## src/rtl/mult_pkg.sv

```systemverilog
// Shared constants and elaboration helpers for pipelined_tree_multiplier.
// Dadda height sequence, row bookkeeping, Baugh-Wooley correction.
package mult_pkg;

  localparam int STAGES = 3;

  // d(0)=2, d(j+1)=floor(1.5*d(j)): 2,3,4,6,9,13,19,...
  function automatic int dadda_height(input int j);
    int d;
    d = 2;
    for (int k = 0; k < j; k++) d = (d * 3) / 2;
    return d;
  endfunction

  // Reduction levels needed to bring n rows down to two.
  function automatic int dadda_levels(input int n);
    int lv;
    lv = 0;
    for (int k = 0; k < 16; k++)
      if (dadda_height(k) < n) lv++;
    return lv;
  endfunction

  // Rows present at a level when every full triple is compressed.
  function automatic int rows_at(input int n0, input int lvl);
    int n;
    n = n0;
    for (int k = 0; k < lvl; k++) n = 2 * (n / 3) + n % 3;
    return n;
  endfunction

  // Offset of a level inside the flattened row array.
  function automatic int row_off(input int n0, input int lvl);
    int o;
    o = 0;
    for (int k = 0; k < lvl; k++) o += rows_at(n0, k);
    return o;
  endfunction

  // Baugh-Wooley constant: 2^w + 2^(2w-1).
  function automatic logic [31:0] bw_const(input int w);
    return (32'd1 << w) | (32'd1 << (2 * w - 1));
  endfunction

endpackage

```

## src/rtl/pipelined_tree_multiplier_if.sv

```systemverilog
// Operand/result handshake bundle for pipelined_tree_multiplier.
// master: producer + result sink; slave: the multiplier.
interface pipelined_tree_multiplier_if #(
  parameter int WIDTH     = 5,
  parameter int OUT_WIDTH = 2 * WIDTH
);
  logic                 in_valid;
  logic                 in_ready;
  logic [WIDTH-1:0]     a;
  logic [WIDTH-1:0]     b;
  logic                 out_valid;
  logic                 out_ready;
  logic [OUT_WIDTH-1:0] result;
  logic                 overflow;

  modport master (
    output in_valid, a, b, out_ready,
    input  in_ready, out_valid, result, overflow
  );

  modport slave (
    input  in_valid, a, b, out_ready,
    output in_ready, out_valid, result, overflow
  );
endinterface

```

## src/rtl/pipelined_tree_multiplier_csa_row.sv

```systemverilog
// csa_row: N-bit row of 3:2 counters (half adders where cin_i=0).
// a_i, b_i, cin_i -> sum_o, carry_o (carry already weighted by 2).
module csa_row #(
  parameter int N = 10
) (
  input  logic [N-1:0] a_i,
  input  logic [N-1:0] b_i,
  input  logic [N-1:0] cin_i,
  output logic [N-1:0] sum_o,
  output logic [N-1:0] carry_o
);
  logic [N-1:0] maj;

  assign sum_o   = a_i ^ b_i ^ cin_i;
  assign maj     = (a_i & b_i) | (a_i & cin_i) | (b_i & cin_i);
  assign carry_o = maj << 1;
endmodule

```

## src/rtl/pipelined_tree_multiplier.sv

```systemverilog
// 3-stage tree multiplier: S1 AND array, S2 CSA tree, S3 CPA.
// Ports: clock, resetn (async low), bus (slave); MULT_SIGNED_EN.
module pipelined_tree_multiplier
  import mult_pkg::*;
#(
  parameter int WIDTH     = 5,
  parameter int OUT_WIDTH = 2 * WIDTH
) (
  input logic                       clock,
  input logic                       resetn,
  pipelined_tree_multiplier_if.slave bus
);

  localparam int PW = 2 * WIDTH;
`ifdef MULT_SIGNED_EN
  localparam int NROWS = WIDTH + 1;
`else
  localparam int NROWS = WIDTH;
`endif
  localparam int LEVELS = dadda_levels(NROWS);
  localparam int TOT    = row_off(NROWS, LEVELS + 1);
  localparam int FO     = row_off(NROWS, LEVELS);

  logic v1_q, v2_q, v3_q;
  logic ld1, ld2, ld3;

  logic [WIDTH-1:0][WIDTH-1:0] pp_d, pp_q;
  logic [PW-1:0]        sum_d, carry_d;
  logic [PW-1:0]        sum_q, carry_q;
  logic [PW-1:0]        prod;
  logic [OUT_WIDTH-1:0] result_d, result_q;
  logic                 ovf_d, ovf_q;

  // Each stage advances when empty or when its successor advances.
  assign ld3 = !v3_q || bus.out_ready;
  assign ld2 = !v2_q || ld3;
  assign ld1 = !v1_q || ld2;

  assign bus.in_ready  = ld1;
  assign bus.out_valid = v3_q;
  assign bus.result    = result_q;
  assign bus.overflow  = ovf_q;

  always_comb begin
    pp_d = '0;
    for (int i = 0; i < WIDTH; i++) begin
      for (int j = 0; j < WIDTH; j++) begin
        pp_d[i][j] = bus.a[j] & bus.b[i];
`ifdef MULT_SIGNED_EN
        // Invert terms pairing exactly one sign bit.
        if ((i == WIDTH - 1) != (j == WIDTH - 1))
          pp_d[i][j] = ~pp_d[i][j];
`endif
      end
    end
  end

  // Flattened rows of all reduction levels; level 0 at offset 0.
  logic [PW-1:0] rw [TOT];

  for (genvar r = 0; r < WIDTH; r++) begin : g_pp
    assign rw[r] = {{WIDTH{1'b0}}, pp_q[r]} << r;
  end

`ifdef MULT_SIGNED_EN
  localparam logic [PW-1:0] BWC = PW'(bw_const(WIDTH));
  assign rw[WIDTH] = BWC;
`endif

  for (genvar l = 0; l < LEVELS; l++) begin : g_lvl
    localparam int N  = rows_at(NROWS, l);
    localparam int IO = row_off(NROWS, l);
    localparam int OO = row_off(NROWS, l + 1);
    localparam int G  = N / 3;
    for (genvar g = 0; g < G; g++) begin : g_csa
      csa_row #(.N(PW)) u_csa (
        .a_i    (rw[IO+3*g]),
        .b_i    (rw[IO+3*g+1]),
        .cin_i  (rw[IO+3*g+2]),
        .sum_o  (rw[OO+2*g]),
        .carry_o(rw[OO+2*g+1])
      );
    end
    for (genvar r = 3 * G; r < N; r++) begin : g_pass
      assign rw[OO+2*G+r-3*G] = rw[IO+r];
    end
  end

  assign sum_d   = rw[FO];
  assign carry_d = rw[FO+1];

  assign prod     = sum_q + carry_q;
  assign result_d = prod[OUT_WIDTH-1:0];

`ifdef MULT_SIGNED_EN
  // Fits only if dropped bits replicate the kept sign bit.
  assign ovf_d = !((&prod[PW-1:OUT_WIDTH-1]) ||
                   !(|prod[PW-1:OUT_WIDTH-1]));
`else
  if (OUT_WIDTH < PW) begin : g_ovf
    assign ovf_d = |prod[PW-1:OUT_WIDTH];
  end else begin : g_novf
    assign ovf_d = 1'b0;
  end
`endif

  always_ff @(posedge clock or negedge resetn) begin
    if (!resetn) begin
      v1_q <= 1'b0;
      v2_q <= 1'b0;
      v3_q <= 1'b0;
    end else begin
      if (ld1) v1_q <= bus.in_valid;
      if (ld2) v2_q <= v1_q;
      if (ld3) v3_q <= v2_q;
    end
  end

  always_ff @(posedge clock or negedge resetn) begin
    if (!resetn) begin
      pp_q     <= '0;
      sum_q    <= '0;
      carry_q  <= '0;
      result_q <= '0;
      ovf_q    <= 1'b0;
    end else begin
      if (bus.in_valid && ld1) pp_q <= pp_d;
      if (v1_q && ld2) begin
        sum_q   <= sum_d;
        carry_q <= carry_d;
      end
      if (v2_q && ld3) begin
        result_q <= result_d;
        ovf_q    <= ovf_d;
      end
    end
  end

endmodule

```

## src/flat_wrapper.sv

```systemverilog
// flat-port wrapper written by rule: the top's interface ports become plain ports
module pipelined_tree_multiplier_flat import mult_pkg::*;
#(
  parameter int WIDTH     = 5,
  parameter int OUT_WIDTH = 2 * WIDTH
)
  (clock, resetn, bus_in_valid, bus_a, bus_b, bus_out_ready, bus_in_ready, bus_out_valid, bus_result, bus_overflow);
  pipelined_tree_multiplier_if #(.WIDTH(WIDTH), .OUT_WIDTH(OUT_WIDTH)) bus_i ();
  input logic clock;
  input logic resetn;
  input wire logic [$bits(bus_i.in_valid)-1:0] bus_in_valid;
  input wire logic [$bits(bus_i.a)-1:0] bus_a;
  input wire logic [$bits(bus_i.b)-1:0] bus_b;
  input wire logic [$bits(bus_i.out_ready)-1:0] bus_out_ready;
  output wire logic [$bits(bus_i.in_ready)-1:0] bus_in_ready;
  output wire logic [$bits(bus_i.out_valid)-1:0] bus_out_valid;
  output wire logic [$bits(bus_i.result)-1:0] bus_result;
  output wire logic [$bits(bus_i.overflow)-1:0] bus_overflow;
  assign bus_i.in_valid = bus_in_valid;
  assign bus_i.a = bus_a;
  assign bus_i.b = bus_b;
  assign bus_i.out_ready = bus_out_ready;
  assign bus_in_ready = bus_i.in_ready;
  assign bus_out_valid = bus_i.out_valid;
  assign bus_result = bus_i.result;
  assign bus_overflow = bus_i.overflow;
  pipelined_tree_multiplier #(.WIDTH(WIDTH), .OUT_WIDTH(OUT_WIDTH)) u_core (.clock(clock), .resetn(resetn), .bus(bus_i));
endmodule
```

## config.mk

```make
export PLATFORM = sky130hd
export DESIGN_NAME = pipelined_tree_multiplier_flat
export DESIGN_NICKNAME = d
export VERILOG_FILES = /design/src/rtl/mult_pkg.sv /design/src/rtl/pipelined_tree_multiplier_if.sv /design/src/rtl/pipelined_tree_multiplier_csa_row.sv /design/src/rtl/pipelined_tree_multiplier.sv /design/src/flat_wrapper.sv
export SDC_FILE = /design/constraint.sdc
export NUM_CORES = 1
export LEC_CHECK = 0
export ABC_CLOCK_PERIOD_IN_PS = 2100
export CAP_MARGIN = 20
export CORE_ASPECT_RATIO = 0.5
export CORE_MARGIN = 2
export CORE_UTILIZATION = 50
export CTS_CLUSTER_SIZE = 30
export DETAILED_ROUTE_END_ITERATION = 6
export PLACE_DENSITY = 0.85
export SLEW_MARGIN = 10
export SYNTH_ARGS = -nofsm -noshare
export SYNTH_HDL_FRONTEND = slang
export SYNTH_SLANG_ARGS = --single-unit
```

## constraint.sdc

```tcl
create_clock -name clock -period 2.1 [get_ports clock]
set_input_delay 0.21 -clock clock [delete_from_list [all_inputs] [get_ports clock]]
set_output_delay 0.21 -clock clock [all_outputs]
set_load 0.02 [all_outputs]
```

==> metrics.cfg <==
[status]
run_status=finished, violations left
violations=setup timing

[clock_network]
clk_latency_ns=0.31
tritoncts.num_buffers=5
clk_pin_slew_worst_paths_ns=0.09
htree_levels=2
root_buffer=clkbuf_8
cts_tree=built
clock_path_buffers=2
cts.sinks=52

[routing]
vias=1600
wirelength_mm=4.47
first_pass_iters=4
first_iter_violations=48
drc=0
ant_nets=0
drt-vias-per-instance=4.86
routedWlPerCell_um=13.6

[pwr]
irDropWorstVdd_mv=0.343
p_per_area_nw_per_um2=986
total_leakage_power_nw=1.35

[yosys]
yosys.area.top_type=dfrtp_1
yosysTopAreaCellShare_pct=52.4
synthFlopType=dfrtp_1
synth_nets=266
synthAdderAreaFrac_pct=14.2
synth_top_family_by_area=adder cells
synthArstFlopShare_pct=100
synthTopCellsByArea=dfrtp_1 52%, fa_1 9.7%, nand2_1 9.7%, o21ai_0 7.3%, ha_1 4.5%
synth_seq_area_share_pct=52.4
yosysUniqueCellTypes=26
avgSynthCellArea_um2=10.7
synth_compound_area_share_pct=8.97
synthMuxAreaShare_pct=6.05
netlist_instances=231
ys.warnings.count=0
yosys.area_share.xor_xnor_pct=0.706
synth_most_common_cell=nand2_1
synth.cell_area_um2=2480
synthTopCellsByCount=64 x nand2_1, 52 x dfrtp_1, 36 x o21ai_0
synth_edf_count=0
synth_simple_gate_area_share_pct=12.4
synth-seq-cells=52

[floorplan]
coreArea_um2=4840
die-area_um2=5580
fp.dieH_um=53.8
rows=18
io_pins=27
dieWidth_um=104
initial_utilization_pct=51.3

[timing]
worst_pin_slew_ns=0.613
rsz0062_at_grt=yes
finalSetupViolations=2
fin_tns_setup_ns=-0.121
period_needed_ns=2.18
setup_ws_ns=-0.0764
hold_viol_final=0
fmax_mhz=459
drv_slew=0
fin_skew_ns=0.00796
post-route-period-util_pct=104
slew_headroom_pct=59.1

[worst_setup_path]
worst_ep_required_time_ns=2.33
cp_max_fo=2
crit_path_end_kind=register
path_class=register to register
critPathLaunchType=register
worstPathArrival_ns=2.41

[cells_and_area]
nNetsFinal=294
final_layout_size_suffix_gt1_share_pct=10.8
register_area_um2=1300
diodes=0
area_growth_syn_to_layout_pct=16.9
multi_input_area_um2=1060
fill_cells=366

[grt]
grt_max_degree=51
overflow=0
grt_pass1_wl_mm=7.36
grt_antenna_before_repair=0
grt_pass1_vias=1540
grtUsageTotal_pct=17.3

[placement]
routabilityCongestion=0.812
place_ws_ns=-0.0659
dp_hpwl_mm=3.34
io_buffer_count=25

[hold_path]
hp-class=input pin to asynchronous set/reset pin

[job]
drv_cap=0

final timing paths:
check                                startpoint               to  slack [ns]  depth (start not counted)
worst max-delay path            u_core.pp_q[12]  u_core.sum_q[4]       -0.08                          5
worst min-delay path                     resetn  u_core.pp_q[13]        0.44                          2
worst max register to register  u_core.pp_q[12]  u_core.sum_q[4]       -0.08                          5
worst min register to register  u_core.pp_q[21]  u_core.pp_q[21]        0.49                          2
max in group asynchronous                resetn      u_core.v1_q        1.10                          3
min in group clock              u_core.pp_q[21]  u_core.pp_q[21]        0.49                          2
sequential cells by signal, indices dropped and copies added (netlist names):
name,count
u_core.bus.result,10
u_core.carry_q,5
u_core.bus.out_valid,1
u_core.sum_q,9
u_core.pp_q,25
u_core.v2_q,1
u_core.v1_q,1
worst max-delay path, cell delays in order (launching register included):
cell,delay [ns]
dfrtp_1,0.41
fa_1,0.57
inv_2,0.04
fa_2,0.54
fa_2,0.43
o21ai_1,0.12
repair_timing:
item	CTS	global route
pin swaps	6	1
endpoints found under the hold margin	26	0
setup endpoints to repair	4	4
hold buffers	1	0
gates resized for setup	4	2
setup buffers	1	1
per-layer routing:
layer	up-vias	part of all wire (%)	wire length, µm	GRT usage, %
met3	6	4.2	189	4.12
met5	-	0	0	0
met1	761	48	2150	22.8
li1	796	-	-	-
met2	37	47	2080	28.4
met4	0	1.2	52	7.66
stage by stage:
step | hold slack (ns) | cells | utilization (%) | instance area (µm²) | power [mW]
2_1_floorplan | -0.0856 | 231 | - | 2480 | 1.94
3_3_place_gp | 0.243 | 319 | 57.7 | 2790 | 2.26
3_5_place_dp | 0.252 | 319 | 57.7 | 2790 | 2.33
4_1_cts | 0.452 | 328 | 59.7 | 2890 | 2.88
5_1_grt | 0.520 | 329 | 59.9 | 2900 | 3.03
6_report | 0.444 | 329 | 59.9 | 2900 | 2.86
power by group:
group          leakage (nW)  switching, mW  total (mW)  internal, mW
registers             0.662          0.146        1.37          1.23
clock network        0.0410          0.311       0.538         0.227
logic                 0.644          0.477       0.949         0.472
total                  1.35          0.934        2.86          1.93
cell type report:
type / instances / area share, %
clock inverter: 1 / 0.172
inverter: 17 / 2.20
sequential: 52 / 44.8
timing repair buffer: 30 / 10.7
multi-input combinational: 153 / 36.6
clock buffer: 6 / 2.50
tap: 70 / 3.02
cells by family (layout without fill, tap and decap cells):
| group | count (synthesis) | count (layout) |
|---|---|---|
| AO/OA/AOI/OAI | 43 | 43 |
| adder cells (fa/ha/maj) | 21 | 21 |
| other | 1 | 1 |
| XOR/XNOR | 2 | 2 |
| multiplexers | 12 | 12 |
| flip-flops | 52 | 52 |
| AND/OR/NAND/NOR | 74 | 74 |
| buffers and inverters | 26 | 54 |
layout by cell type (no fill, tap or decap), types with 2 or more instances in the layout:
cell type / synthesis / final
o21ai_1: 0 / 3
fa_2: 0 / 2
o21ai_0: 36 / 33
inv_1: 17 / 16
clkdlybuf4s50_1: 0 / 24
mux2_2: 8 / 8
clkbuf_8: 0 / 5
buf_12: 0 / 2
nand2b_1: 3 / 3
dfrtp_1: 52 / 52
buf_4: 4 / 2
nand2_1: 64 / 64
mux2_4: 4 / 4
fa_1: 12 / 10
a21oi_1: 4 / 4
nor2_1: 2 / 2
ha_1: 9 / 9
No activity file was read; power rests on OpenSTA's default activity.
